--- config.mk ---
export PLATFORM = sky130hd
export DESIGN_NAME = snoop_initiator
export DESIGN_NICKNAME = d
export VERILOG_FILES = /design/src/rtl/snoop_initiator.sv
export SDC_FILE = /design/constraint.sdc
export NUM_CORES = 1
export LEC_CHECK = 0
export ABC_CLOCK_PERIOD_IN_PS = 3300
export BUFFER_PORTS_ARGS = -buffer_cell sky130_fd_sc_hd__clkbuf_2
export CAP_MARGIN = 20
export CORE_UTILIZATION = 48
export DETAILED_ROUTE_END_ITERATION = 8
export GPL_TIMING_DRIVEN = 0
export PLACE_DENSITY = 0.88
export SETUP_SLACK_MARGIN = 0.05
export SLEW_MARGIN = 10
export SYNTH_ARGS = -nofsm -noshare
export SYNTH_HDL_FRONTEND = slang
export SYNTH_SLANG_ARGS = --single-unit
export TNS_END_PERCENT = 100
--- constraint.sdc ---
create_clock -name clk -period 3.3 [get_ports clk]
set_input_delay 0.165 -clock clk [delete_from_list [all_inputs] [get_ports clk]]
set_output_delay 0.165 -clock clk [all_outputs]
set_load 0.05 [all_outputs]
--- src/rtl/snoop_initiator.sv ---
// Snoop initiator: one AC snoop, its CR response and an optional CD line; CR timeout via SNOOP_INITIATOR_TIMEOUT_EN.
// Latency: accept to rsp_valid is 3 cycles without data, 3+CD_BEATS with data (zero-wait peers).
// Backpressure: one snoop in flight; AC and rsp hold stable until ready; CR and CD are always ready in their states.
module snoop_initiator #(
    parameter int ADDR_WIDTH     = 32,
    parameter int DATA_WIDTH     = 32,
    parameter int CRRESP_WIDTH   = 5,
    parameter int AW_LEN         = 3,
    parameter int CD_BEATS       = AW_LEN + 1,
    parameter int TIMEOUT_CYCLES = 256
) (
    input  logic                           clk,
    input  logic                           resetn,
    input  logic                           req_valid,
    output logic                           req_ready,
    input  logic [ADDR_WIDTH-1:0]          req_addr,
    input  logic                           req_unique,
    output logic                           ac_valid,
    input  logic                           ac_ready,
    output logic [ADDR_WIDTH-1:0]          ac_addr,
    output logic [3:0]                     ac_snoop,
    output logic [2:0]                     ac_prot,
    input  logic                           cr_valid,
    output logic                           cr_ready,
    input  logic [CRRESP_WIDTH-1:0]        cr_resp,
    input  logic                           cd_valid,
    output logic                           cd_ready,
    input  logic [DATA_WIDTH-1:0]          cd_data,
    input  logic                           cd_last,
    output logic                           rsp_valid,
    input  logic                           rsp_ready,
    output logic                           rsp_has_data,
    output logic                           rsp_dirty,
    output logic                           rsp_shared,
    output logic                           rsp_err,
    output logic                           rsp_timeout,
    output logic [CD_BEATS*DATA_WIDTH-1:0] rsp_data
);
    localparam int CNT_W = $clog2(CD_BEATS + 1);

    typedef enum logic [2:0] {IDLE, SEND_AC, WAIT_CR, RECV_CD, RESPOND} state_t;

    typedef struct packed {
        logic has_data;
        logic dirty;
        logic shared;
        logic err;
    } flags_t;

    state_t                        state_q, state_d;
    logic [ADDR_WIDTH-1:0]         ac_addr_q, ac_addr_d;
    logic [3:0]                    ac_snoop_q, ac_snoop_d;
    flags_t                        flags_q, flags_d;
    logic [CNT_W-1:0]              cnt_q, cnt_d;
    logic [CD_BEATS*DATA_WIDTH-1:0] data_q, data_d;
    logic                          cr_unused;

`ifdef SNOOP_INITIATOR_TIMEOUT_EN
    localparam int TO_W = $clog2(TIMEOUT_CYCLES + 1);
    logic [TO_W-1:0] to_q, to_d;
    logic            timeout_q, timeout_d;
`endif

    assign cr_unused = ^cr_resp;

    always_comb begin
        state_d    = state_q;
        ac_addr_d  = ac_addr_q;
        ac_snoop_d = ac_snoop_q;
        flags_d    = flags_q;
        cnt_d      = cnt_q;
        data_d     = data_q;
`ifdef SNOOP_INITIATOR_TIMEOUT_EN
        to_d       = to_q;
        timeout_d  = timeout_q;
`endif
        case (state_q)
            IDLE: begin
                if (req_valid) begin
                    ac_addr_d  = req_addr;
                    ac_snoop_d = req_unique ? 4'b0111 : 4'b0010;
                    flags_d    = '0;
                    cnt_d      = '0;
                    data_d     = '0;
`ifdef SNOOP_INITIATOR_TIMEOUT_EN
                    timeout_d  = 1'b0;
`endif
                    state_d    = SEND_AC;
                end
            end
            SEND_AC: begin
                if (ac_ready) begin
`ifdef SNOOP_INITIATOR_TIMEOUT_EN
                    to_d = '0;
`endif
                    state_d = WAIT_CR;
                end
            end
            WAIT_CR: begin
                // A CR arriving on the last allowed cycle beats the timeout
                if (cr_valid) begin
                    flags_d.has_data = cr_resp[0];
                    flags_d.dirty    = cr_resp[2];
                    flags_d.shared   = cr_resp[3];
                    flags_d.err      = 1'b0;
                    cnt_d            = '0;
`ifdef SNOOP_INITIATOR_TIMEOUT_EN
                    timeout_d        = 1'b0;
`endif
                    state_d          = cr_resp[0] ? RECV_CD : RESPOND;
                end
`ifdef SNOOP_INITIATOR_TIMEOUT_EN
                else if (to_q == TO_W'(TIMEOUT_CYCLES - 1)) begin
                    flags_d   = '0;
                    timeout_d = 1'b1;
                    state_d   = RESPOND;
                end else begin
                    to_d = to_q + 1'b1;
                end
`endif
            end
            RECV_CD: begin
                if (cd_valid) begin
                    // Surplus beats are drained; the counter saturates at CD_BEATS
                    if (cnt_q < CNT_W'(CD_BEATS)) begin
                        data_d[int'(cnt_q)*DATA_WIDTH +: DATA_WIDTH] = cd_data;
                        cnt_d = cnt_q + 1'b1;
                    end
                    if (cd_last) begin
                        flags_d.err = (cnt_q != CNT_W'(CD_BEATS - 1));
                        state_d     = RESPOND;
                    end
                end
            end
            RESPOND: begin
                if (rsp_ready) begin
                    state_d = IDLE;
                end
            end
            default: state_d = IDLE;
        endcase
    end

    always_ff @(posedge clk) begin
        if (!resetn) begin
            state_q    <= IDLE;
            ac_addr_q  <= '0;
            ac_snoop_q <= '0;
            flags_q    <= '0;
            cnt_q      <= '0;
            data_q     <= '0;
`ifdef SNOOP_INITIATOR_TIMEOUT_EN
            to_q       <= '0;
            timeout_q  <= 1'b0;
`endif
        end else begin
            state_q    <= state_d;
            ac_addr_q  <= ac_addr_d;
            ac_snoop_q <= ac_snoop_d;
            flags_q    <= flags_d;
            cnt_q      <= cnt_d;
            data_q     <= data_d;
`ifdef SNOOP_INITIATOR_TIMEOUT_EN
            to_q       <= to_d;
            timeout_q  <= timeout_d;
`endif
        end
    end

    assign req_ready    = (state_q == IDLE);
    assign ac_valid     = (state_q == SEND_AC);
    assign cr_ready     = (state_q == WAIT_CR);
    assign cd_ready     = (state_q == RECV_CD);
    assign rsp_valid    = (state_q == RESPOND);
    assign ac_addr      = ac_addr_q;
    assign ac_snoop     = ac_snoop_q;
    assign ac_prot      = 3'b000;
    assign rsp_has_data = flags_q.has_data;
    assign rsp_dirty    = flags_q.dirty;
    assign rsp_shared   = flags_q.shared;
    assign rsp_err      = flags_q.err;
    assign rsp_data     = data_q;
`ifdef SNOOP_INITIATOR_TIMEOUT_EN
    assign rsp_timeout  = timeout_q;
`else
    assign rsp_timeout  = 1'b0;
`endif

endmodule
==> out/qor.txt <==
Critical Path RT: 3.65 ns
Antenna Nets Post-Route: 0
Vias: 6003
DRC Markers: 0
Total Power: 5550 uW
Rel. slew slack: 0.498
Setup TNS: 0 ns
Initial antenna violation count: 0
Drt pass-1 iters: 8
IO Pins: 255
Period minus WS final: 2.91 ns
Final instance area: 8510 sq um
Placer Congestion: 0.795
Row cnt: 40
CTS max path bufs: 2
Yosys cell types: 43
Min-delay worst type: input pin to flop
Reg2reg start: cnt_q[0]$_SDFFE_PN0P_
R2r endpoint: rsp_data[120]$_SDFFE_PN0P_
Htree depth: 4
Via/cell ratio: 5.63
Slew Limit Fails: 0
Largest net degree at the start of global routing: 17
Grt ovf: 0
Worst-Margin Slew: 0.748 ns
CP max stage delay: 0.60 ns
Reg2reg path depth: 9
CTS tree: built
Wirelength per Cell: 18.5 um
Synthesized flop and latch total: 172
Critical Path AT: 3.26 ns
CP endpoint: rsp_data[120]$_SDFFE_PN0P_
First-pass GRT wire length: 29100 um
Post-Route Skew: 0.00749 ns
Finished Core Util: 0.697
Number of buffers created by CTS: 17
FMAX: 0.343 GHz
DRT iter0 DRCs: 389
CP Launch Type: flop
Clock transition at path regs: 0.06 ns
CP Class: flop to flop
Synth warnings: 0
Die Width: 115 um
Critical-path top delay cell: nor3_1
Critical Path Source: cnt_q[0]$_SDFFE_PN0P_
Most common cell after layout, fill and taps aside: clkbuf_2
Syn Area/Cell: 10.5 sq um
Share of cells above drive strength 1: 0.350
CORE AREA: 12200 sq um
Die height: 115 um
Asr flop ratio synth: 0
Vias in the first global route: 5688
Post-synth EDFFs: 0
Syn Std Cell Area: 6130 sq um
Worst R2R Setup Slack: 0.39 ns
Port buffer count: 246
Area grow syn2layout: 39.0%
Post-Route WL: 19700 um
Starting Density: 0.502
CP Max Fanout: 10
Seq/Total Area, Yosys: 0.562
Final nets: 967
DP Area: 7580 sq um
Final hold violations: 0
ANT cells: 0
Ys flop type: dfxtp_1
Gate Count Post-Synth: 582
Final setup fails: 0
CP endpoint kind: flop
Post-Layout Cell Count: 1066
DPL Wire Length: 13500 um
Tcrit/Tclk final: 0.883
Die Footprint: 13200 sq um
Pwr Density: 651 nW/um^2
Total of max-cap violations: 0
Maximum vdd drop: 0.000533 V
Worst skew pair latency: 0.43 ns
Post-Place Cells: 1000
Clock sink count: 172
Root Driver: clkbuf_16
Outcome: completed
Most frequent cells in the layout: clkbuf_2 (247), dfxtp_1 (172), a32o_1 (96)
GRT Total Usage: 0.292
Unrepaired setup endpoints after global routing: no
Lkg Pwr: 0.00374 uW
Crit path cell chain: clkbuf_2, inv_1, ha_1, ha_1, nand4bb_1, nor3_1, clkbuf_1, a22oi_1, nor2_1
CP most frequent cell: ha_1
==> what timing repair did <==
action | in CTS | in global routing
endpoints found under the hold margin | 34 | 0
buffers inserted | 0 | 0
resized for setup | 0 | 0
hold buffers | 34 | 0
==> layout make-up <==
type / instances / area (sq um)
Inverter: 8 / 30.0
Multi-Input combinational cell: 343 / 2360
Clock buffer: 21 / 460
Timing Repair Buffer: 280 / 1570
Fill cell: 913 / 3700
Buffer: 63 / 312
Sequential cell: 172 / 3440
Tap cell: 168 / 210
Clock inverter: 11 / 131
==> worst max-delay path: cells and delay by family (launching register included) <==
kind	cells	cell delay, ns
buffers and inverters	3	0.86
AND/OR/NAND/NOR	3	0.90
adder cells (fa/ha/maj)	2	0.58
AO/OA/AOI/OAI	1	0.17
flip-flops	1	0.33
==> report_power, final <==
| group | switching, uW | total [uW] | leakage, uW | internal [uW] |
|---|---|---|---|---|
| sequential | 56.4 | 2230 | 0.00139 | 2170 |
| clock | 842 | 2010 | 0.000292 | 1170 |
| combinational | 966 | 1310 | 0.00206 | 344 |
==> cells by family (layout without fill, tap and decap cells) <==
logic type      after synthesis  after routing  synth area share
fa+ha+maj                     4              4           0.00817
other cells                   1              5          0.000612
flops                       172            172             0.562
mux                           5              5           0.00837
buf+inv                      71            383            0.0558
simple gates                147            147             0.114
compound gates              182            182             0.251
==> sequential cells by signal (all words and copies together) (netlist names) <==
register and count:
rsp_data 128, ac_addr 32, cnt_q 3, state_q 3, ac_snoop 2, rsp_dirty 1, rsp_err 1, rsp_has_data 1
rsp_shared 1
==> worst min-delay path by stage <==
stage                      start                        end  cells after the start
floorplan           req_addr[15]   ac_addr[15]$_SDFFE_PN0P_                      2
detailed placement   req_addr[8]    ac_addr[8]$_SDFFE_PN0P_                      3
finish                cr_resp[2]     rsp_dirty$_SDFFE_PN0P_                      3
global route         cd_data[20]  rsp_data[20]$_SDFFE_PN0P_                      2
CTS                   cr_resp[2]     rsp_dirty$_SDFFE_PN0P_                      3
global placement    req_addr[14]   ac_addr[14]$_SDFFE_PN0P_                      3
==> metrics by stage <==
step | setup WS, ns | hold slack (ns)
6_report | 0.386 | 0.00966
5_1_grt | 0.117 | 0.0350
4_1_cts | 0.378 | 0.00661
3_5_place_dp | 0.442 | 0.392
3_3_place_gp | 0.495 | 0.392
2_1_floorplan | 0.761 | 0.301
==> synthesized netlist by cell type, types with 2 or more instances <==
cell,count,area share
o21a_1,2,0.0025
a32o_1,96,0.16
o311ai_0,2,0.0029
nand3_1,3,0.0025
clkbuf_1,35,0.021
ha_1,4,0.0082
a22oi_1,36,0.044
nand2_1,76,0.047
or3_1,4,0.0041
a21oi_1,37,0.030
buf_2,17,0.014
nor3b_1,2,0.0025
nor4_4,2,0.0069
mux2i_1,4,0.0065
nor3_1,5,0.0041
or2_2,2,0.0020
inv_1,8,0.0049
buf_4,6,0.0074
nand3b_1,2,0.0025
nor2b_1,3,0.0031
buf_6,4,0.0074
dfxtp_1,172,0.56
nor2_1,40,0.025
==> per-layer routing <==
layer  routed length [um]  up-vias  part of all wire  track usage
met5                    0        -                 0            0
met3                 1830       35             0.093       0.0859
met1                 7670     2881              0.39        0.323
li1                     -     2780                 -            -
met2                 9720      307              0.49        0.516
met4                  521        0             0.026        0.130
(Power assumes the default switching activity.)
